[config.mk]
export PLATFORM = sky130hd
export DESIGN_NAME = text_fb_ctrl
export DESIGN_NICKNAME = d
export VERILOG_FILES = /design/src/rtl/text_fb_ctrl.sv
export SDC_FILE = /design/constraint.sdc
export NUM_CORES = 1
export LEC_CHECK = 0
export ABC_CLOCK_PERIOD_IN_PS = 9000
export CELL_PAD_IN_SITES_DETAIL_PLACEMENT = 0
export CELL_PAD_IN_SITES_GLOBAL_PLACEMENT = 1
export CORE_ASPECT_RATIO = 1.1
export CORE_UTILIZATION = 46
export CTS_BUF_LIST = sky130_fd_sc_hd__clkbuf_8
export DETAILED_ROUTE_END_ITERATION = 6
export HOLD_SLACK_MARGIN = 0.06
export PLACE_DENSITY_LB_ADDON = 0.2
export SYNTH_ARGS = -nofsm -noshare
export SYNTH_HDL_FRONTEND = slang
export SYNTH_SLANG_ARGS = --single-unit
[constraint.sdc]
create_clock -name cpu_clk -period 9 [get_ports cpu_clk]
set_input_delay 1.35 -clock cpu_clk [delete_from_list [all_inputs] [get_ports cpu_clk]]
set_output_delay 1.35 -clock cpu_clk [all_outputs]
set_load 0.02 [all_outputs]
[src/rtl/text_fb_ctrl.sv]
// CPU-side write controller for a text-mode character RAM with circular top-of-screen scrolling.
// Latency: WRITE lands one cycle after acceptance; fills write one address per cycle from T+1.
// Backpressure: cmd_ready is low while a clear/scroll fill is in progress, and high again one cycle after its last write.
module text_fb_ctrl #(
    parameter int COLS   = 40,
    parameter int ROWS   = 25,
    parameter int ADDR_W = 10,
    parameter int DATA_W = 8,
    parameter int FILL   = 0
) (
    input  logic                     cpu_clk,
    input  logic                     reset,
    input  logic                     cmd_valid,
    output logic                     cmd_ready,
    input  logic [1:0]               cmd_op,
    input  logic [$clog2(ROWS)-1:0]  cmd_row,
    input  logic [$clog2(COLS)-1:0]  cmd_col,
    input  logic [DATA_W-1:0]        cmd_data,
    output logic                     ram_we,
    output logic [ADDR_W-1:0]        ram_addr,
    output logic [DATA_W-1:0]        ram_data,
    output logic [ADDR_W-1:0]        top_addr,
    output logic                     top_tgl,
    output logic                     err
);
    localparam int RW = $clog2(ROWS);
    localparam int CW = $clog2(COLS);
    localparam int N  = COLS * ROWS;

    localparam logic [ADDR_W:0]   N_W    = (ADDR_W+1)'(N);
    localparam logic [ADDR_W:0]   COLS_W = (ADDR_W+1)'(COLS);
    localparam logic [ADDR_W-1:0] LAST_A = ADDR_W'(N - 1);
    localparam logic [RW:0]       ROWS_L = (RW+1)'(ROWS);
    localparam logic [CW:0]       COLS_L = (CW+1)'(COLS);
    localparam logic [DATA_W-1:0] FILL_D = DATA_W'(FILL);

    localparam logic [1:0] OP_WRITE = 2'b00;
    localparam logic [1:0] OP_CLS   = 2'b01;
    localparam logic [1:0] OP_SCRL  = 2'b10;
    localparam logic [1:0] OP_CLL   = 2'b11;

    typedef enum logic {S_IDLE, S_FILL} state_t;
    state_t state_q, state_d;

    logic [ADDR_W-1:0] fill_addr;
    logic [ADDR_W:0]   fill_cnt, fill_len;

    logic [ADDR_W:0]   row_off, map_sum, line_sum, scrl_sum;
    logic [ADDR_W:0]   map_wrap, line_wrap, scrl_wrap;
    logic              accept, bad_row, bad_col, reject;

    function automatic logic [ADDR_W-1:0] wrap_inc(input logic [ADDR_W-1:0] a);
        return (a == LAST_A) ? '0 : a + 1'b1;
    endfunction

    // Operands are each < N, so one conditional subtract of N reduces the sum mod N.
    always_comb begin
        row_off   = (ADDR_W+1)'(cmd_row) * COLS_W;
        line_sum  = {1'b0, top_addr} + row_off;
        map_sum   = line_sum + (ADDR_W+1)'(cmd_col);
        scrl_sum  = {1'b0, top_addr} + COLS_W;
        map_wrap  = (map_sum  >= N_W) ? map_sum  - N_W : map_sum;
        line_wrap = (line_sum >= N_W) ? line_sum - N_W : line_sum;
        scrl_wrap = (scrl_sum >= N_W) ? scrl_sum - N_W : scrl_sum;
        bad_row   = {1'b0, cmd_row} >= ROWS_L;
        bad_col   = {1'b0, cmd_col} >= COLS_L;
        accept    = cmd_valid & cmd_ready;
        reject    = ((cmd_op == OP_WRITE) & (bad_row | bad_col)) |
                    ((cmd_op == OP_CLL) & bad_row);
    end

    always_comb begin
        state_d = state_q;
        case (state_q)
            S_IDLE: if (accept && !reject && cmd_op != OP_WRITE) state_d = S_FILL;
            S_FILL: if (fill_cnt == fill_len) state_d = S_IDLE;
            default: state_d = S_IDLE;
        endcase
    end

    always_ff @(posedge cpu_clk) begin
        if (reset) state_q <= S_IDLE;
        else       state_q <= state_d;
    end

    // Acceptance issues the first write itself; FILL supplies writes 1..L-1 and then one drain cycle.
    always_ff @(posedge cpu_clk) begin
        if (reset) begin
            cmd_ready <= 1'b1;
            ram_we    <= 1'b0;
            ram_addr  <= '0;
            ram_data  <= '0;
            top_addr  <= '0;
            top_tgl   <= 1'b0;
            err       <= 1'b0;
            fill_addr <= '0;
            fill_cnt  <= '0;
            fill_len  <= '0;
        end else begin
            ram_we    <= 1'b0;
            err       <= 1'b0;
            cmd_ready <= (state_d == S_IDLE);
            if (state_q == S_IDLE && accept) begin
                if (reject) begin
                    err <= 1'b1;
                end else begin
                    ram_we   <= 1'b1;
                    ram_data <= FILL_D;
                    fill_cnt <= (ADDR_W+1)'(1);
                    fill_len <= COLS_W;
                    case (cmd_op)
                        OP_WRITE: begin
                            ram_addr <= map_wrap[ADDR_W-1:0];
                            ram_data <= cmd_data;
                        end
                        OP_CLS: begin
                            ram_addr  <= '0;
                            fill_addr <= wrap_inc('0);
                            fill_len  <= N_W;
                            if (top_addr != '0) begin
                                top_addr <= '0;
                                top_tgl  <= ~top_tgl;
                            end
                        end
                        OP_SCRL: begin
                            ram_addr  <= top_addr;
                            fill_addr <= wrap_inc(top_addr);
                            top_addr  <= scrl_wrap[ADDR_W-1:0];
                            top_tgl   <= ~top_tgl;
                        end
                        default: begin
                            ram_addr  <= line_wrap[ADDR_W-1:0];
                            fill_addr <= wrap_inc(line_wrap[ADDR_W-1:0]);
                        end
                    endcase
                end
            end else if (state_q == S_FILL && fill_cnt != fill_len) begin
                ram_we    <= 1'b1;
                ram_addr  <= fill_addr;
                ram_data  <= FILL_D;
                fill_addr <= wrap_inc(fill_addr);
                fill_cnt  <= fill_cnt + 1'b1;
            end
        end
    end
endmodule

Word level (Yosys, flattened, before mapping)
Cells that the tools add are included.
W data, S select, Z words.
{"block": "word_totals", "ff_bits": 65, "inputBits": 24, "word_cells": 96}
{"block": "op_classes", "addsub": 10, "mul": 1, "magnitude_cmp": 5, "n_eq_ne": 11, "mux": 33, "bitwise_logic": 10, "n_reduce_logical": 15}
{"cell": "$mux W10", "n": 14}
{"cell": "$pmux W10 S3", "n": 2}
{"cell": "$ge A11 B10 Y1 const B", "n": 3}
{"cell": "$mux W11", "n": 3}
{"cell": "$mux W8", "n": 4}
{"cell": "$add A10 B1 Y10 const B", "n": 3}
{"cell": "$eq A10 B10 Y1 const B", "n": 3}
{"cell": "$sub A10 B10 Y10 const B", "n": 3}
{"cell": "$pmux W10 S2", "n": 1}
{"cell": "$add A10 B11 Y11", "n": 1}
{"cell": "$add A10 B6 Y11 const B", "n": 1}
{"cell": "$add A11 B1 Y11 const B", "n": 1}
{"cell": "$add A11 B6 Y11", "n": 1}
{"cell": "$eq A11 B11 Y1", "n": 1}
{"cell": "$ne A11 B11 Y1", "n": 1}
{"cell": "$reduce_bool A10 Y1", "n": 1}
{"cell": "$mul A5 B3 Y8 const B", "n": 1}
{"cell": "$mux W1", "n": 7}
{"cell": "$ge A6 B6 Y1 const B", "n": 1}
{"cell": "$ne A2 B2 Y1 const B", "n": 3}
{"cell": "$reduce_bool A2 Y1", "n": 3}
{"cell": "$ge A5 B5 Y1 const B", "n": 1}
{"cell": "$not A1 Y1", "n": 5}
{"cell": "$eq A2 B2 Y1 const B", "n": 2}
{"cell": "other kinds (11)", "n": 19}

Logic depth before layout (Yosys ltp)
{"block": "logic_depth", "word_depth": 10, "depth_mapped": 15, "ltp_nobuf": 14}

Worst setup path after synthesis
OpenSTA, ideal clock, no wires.
{"block": "synth_path", "path_type": "input to register", "from": "input cmd_row[1]", "to": "register ram_addr[8]", "setup_time_ps": 134, "t_arrival_ps": 4539, "setup_slack_ps": 4327, "cell_stages": 14, "n_path_buf": 2, "cell_sequence": "ha_1 > ha_1 > fa_1 > ha_1 > buf_4 > nor2b_1 > a221o_1 > or3_1 > buf_6 > nand4_4 > a2bb2oi_4 > or4_1 > a31oi_1 > a2111oi_2"}
{"block": "synth_between", "elab_chain_len": 8, "elab_cells_between_ends": 19, "cone_classes": "4 x add/sub; 1 x mul; 3 x order compare; 1 x eq/ne; 5 x mux; 4 x bitwise; 1 x reduce/logical"}
{"element": "from (decl)", "line": "16", "rtl": "input logic [$clog2(ROWS)-1:0] cmd_row,"}
{"element": "$mul A5 B3 Y8", "line": "58", "rtl": "row_off = (ADDR_W+1)'(cmd_row) * COLS_W;"}
{"element": "$add A10 B11 Y11", "line": "59", "rtl": "line_sum = {1'b0, top_addr} + row_off;"}
{"element": "$add A11 B6 Y11", "line": "60", "rtl": "map_sum = line_sum + (ADDR_W+1)'(cmd_col);"}
{"element": "$sub A10 B10 Y10 / $ge A11 B10 Y1 (equally long branches)", "line": "62", "rtl": "map_wrap = (map_sum >= N_W) ? map_sum - N_W : map_sum;"}
{"element": "$mux W10", "line": "62"}
{"element": "$pmux W10 S3", "line": "111", "rtl": "case (cmd_op)"}
{"element": "$mux W10", "line": "104", "rtl": "if (reject) begin"}
{"element": "$mux W10", "line": "103", "rtl": "if (state_q == S_IDLE && accept) begin"}
{"element": "to (signal assigned)", "line": "113", "rtl": "ram_addr <= map_wrap[ADDR_W-1:0];"}
{"element": "to (signal assigned)", "line": "126", "rtl": "ram_addr <= top_addr;"}
{"element": "to (signal assigned)", "line": "132", "rtl": "ram_addr <= line_wrap[ADDR_W-1:0];"}
{"element": "to (decl)", "line": "20", "rtl": "output logic [ADDR_W-1:0] ram_addr,"}
Several ways; a longest one is shown, not always the timed one. The select of a mux whose other input is x is not followed.
A chain may end at the register's enable or synchronous reset.

Worst setup path in the final report
Ends and elaborated chain as after synthesis.

==> out/metrics.yaml <==
status: "completed"
maxCapViolations: 0
hold_depth: 2
period_needed_ns: 5.322
antenna_found_initial: 0
cpMostUsedCell: "ha_1"
ys_seq_elements: 53
start_util: 0.4715
gr-usage-met2: 0.4194
synth.distinct_cells: 77
max-slew-margin-rel: 0.3638
clock-sinks: 53
grt_pass1_vias: 3612
vias: 4011
dp_slack_ns: 3.354
crit_path_end_kind: "flop"
cts_hold_buffers: 0
synthFlopType: "dfxtp_1"
drive_gt1_frac: 0.05160
final_max_slew_viol_count: 0
clockRootBuffer: "clkbuf_8"
tightestPinTransition_ns: 0.9537
grt_max_degree: 46
tns_ns: 0
rr_worst_depth: 12
yosysMostFrequentCell: "nor2_1"
fmax_ghz: 0.1879
grtUsageTotal: 0.2456
clock_skew_ns: 0.003562
cp_cell_sequence: "clkdlybuf4s50_1 > ha_1 > ha_1 > fa_1 > xor2_1 > ha_1 > nor2b_1 > a221o_1 > or3_1 > nand4_4 > a2bb2oi_4 > or4_1 > a31oi_1 > a2111oi_2"
startpoint_type: "primary input"
rsz0062_at_grt: "false"
slowest_stage: "or3_1"
synthTopCellsByArea: "dfxtp_1, ha_1, nor2_1, a21oi_1, o21ai_0"
finalHoldViolations: 0
synth_cells: 531
ant_nets: 0
synthArstFlopShare: 0
syn_area_um2: 4163
hold_path_class: "reg -> reg"
critPathMaxStageDelay_ns: 0.51
wirelength_mm: 11.34
finish.net_count: 615
cts_tree: "done"
p_leak_nw: 1.758
htreeDepth: 2
yosysSeqAreaShare: 0.2549
via_per_inst: 5.933
synth_common_cells: "nor2_1, dfxtp_1, nand2_1"
cts_buffers: 5
dp.final_hpwl_mm: 8.455
synth_edf_count: 0
diodes: 0
die_w_um: 92.70
yosysWarnings: 0
cts_setup_buffers: 0
grt_pass1_wl_mm: 18.46
grt_util_met1: 0.3291
setup_viol: 0
vdd_drop_max_mv: 0.06400
timing.final.ws_setup_ns: 3.678
grt-ovfl-total: 0
gp_congestion: 0.8690
wire_per_inst_um: 16.77
clockBufferDepth: 2
dieArea_um2: 9434
power_density_nw_per_um2: 135.8
worstSetupPathType: "in -> reg"
grt_busiest_layer: "met2"
drt_iter0_markers: 275
drc_errors: 0
port_buffers: 52
synth.avg_cell_area_um2: 7.839
required_ns: 9.19
postCtsResizedCells: 0
path_clk_slew_ns: 0.10
fin_crit_sh: 0.5913
dr.pass1.iters: 6
dieHeight_um: 101.8
use_met3: 0.03003
cp_max_fo: 11
cp.arrival_ns: 5.51
area_delta_synth_final_pct: 14.76
rows: 36
yosys.area.top_type: "dfxtp_1"
clk_latency_ns: 0.31
synth_top_area_share: 0.2549
core-area_um2: 8828
io_pins: 56
## routing by layer
layer | part of all wire | vias up
li1 | - | 2013
met1 | 0.46 | 1850
met2 | 0.46 | 133
met3 | 0.062 | 15
met4 | 0.016 | 0
met5 | 0 | -
## flip-flops by register name (all words and copies together), names as in the netlist
name       flops
fill_cnt      11
fill_addr     10
ram_addr      10
ram_data       8
top_addr       7
fill_len       2
cmd_ready      1
err            1
ram_we         1
state_q        1
top_tgl        1
## critical path: cells and delay by family
family	cells	cell delay, ns
adder cells (fa/ha/maj)	4	1.45
AND/OR/NAND/NOR	4	1.28
AO/OA/AOI/OAI	4	0.76
buffers and inverters	1	0.50
XOR/XNOR	1	0.18
## placed cells by master (no fill, tap or decap), types with 4 or more instances in the layout
master and count:
nor2b_1 7, or3_1 5, inv_1 20, nand3_1 20
a21o_1 8, nand2b_1 4, o211ai_1 10, a21oi_1 31
clkdlybuf4s50_1 52, o221ai_1 5, clkbuf_8 5, and3_1 8
dfxtp_1 53, mux2i_1 5, nor4_1 6, a311oi_1 6
a31oi_1 6, nor2_1 58, o21a_1 4, xnor2_1 15
nand2_1 38, ha_1 28, nor3b_1 5, xor2_1 11
a211oi_1 4, a22oi_1 11, o21ai_0 31, buf_4 4
nor3_1 20, nand4_1 10
## stage by stage
step	power [mW]	hold slack (ns)	std cells	area (um^2)	utilization
CTS	0.6515	0.5045	676	4777	0.5411
global route	0.6869	0.5245	676	4777	0.5411
floorplan	0.4468	0.4495	533	4170	-
finish	0.6487	0.5024	676	4777	0.5411
global placement	0.5111	0.4814	668	4691	0.5313
detailed placement	0.5147	0.4903	668	4691	0.5313
## layout make-up
class | instances | area (um^2)
clock buffer | 5 | 68.82
clock inverter | 3 | 17.52
fill | 880 | 4051
inverter | 19 | 71.32
multi-input combinational | 426 | 2865
sequential | 53 | 1061
tap | 114 | 142.6
timing repair buffer | 56 | 550.5
## where the power goes
part | switching, mW | internal (mW) | total (mW)
registers | 0.0129 | 0.248 | 0.261
logic | 0.152 | 0.0987 | 0.250
clock network | 0.0829 | 0.0546 | 0.137
## cells by family (layout without fill, tap and decap cells)
logic type,Yosys count,in the layout,synth area share
buffers and inverters,54,83,0.05861
multiplexers,6,6,0.01473
XOR/XNOR,28,28,0.06523
other,1,3,0.0009008
AO/OA/AOI/OAI,153,153,0.2579
adder cells (fa/ha/maj),30,30,0.09378
flip-flops,53,53,0.2549
AND/OR/NAND/NOR,206,206,0.2540
## path summary, 6_finish.rpt
path                    start     endpoint  slack [ns]
setup / recovery   cmd_row[1]  ram_addr[8]        3.68
hold / removal    ram_addr[4]  ram_addr[4]        0.50
setup reg to reg  top_addr[3]  ram_addr[4]        4.71
hold reg to reg   ram_addr[4]  ram_addr[4]        0.50
Power figures use the tool's default switching activity.
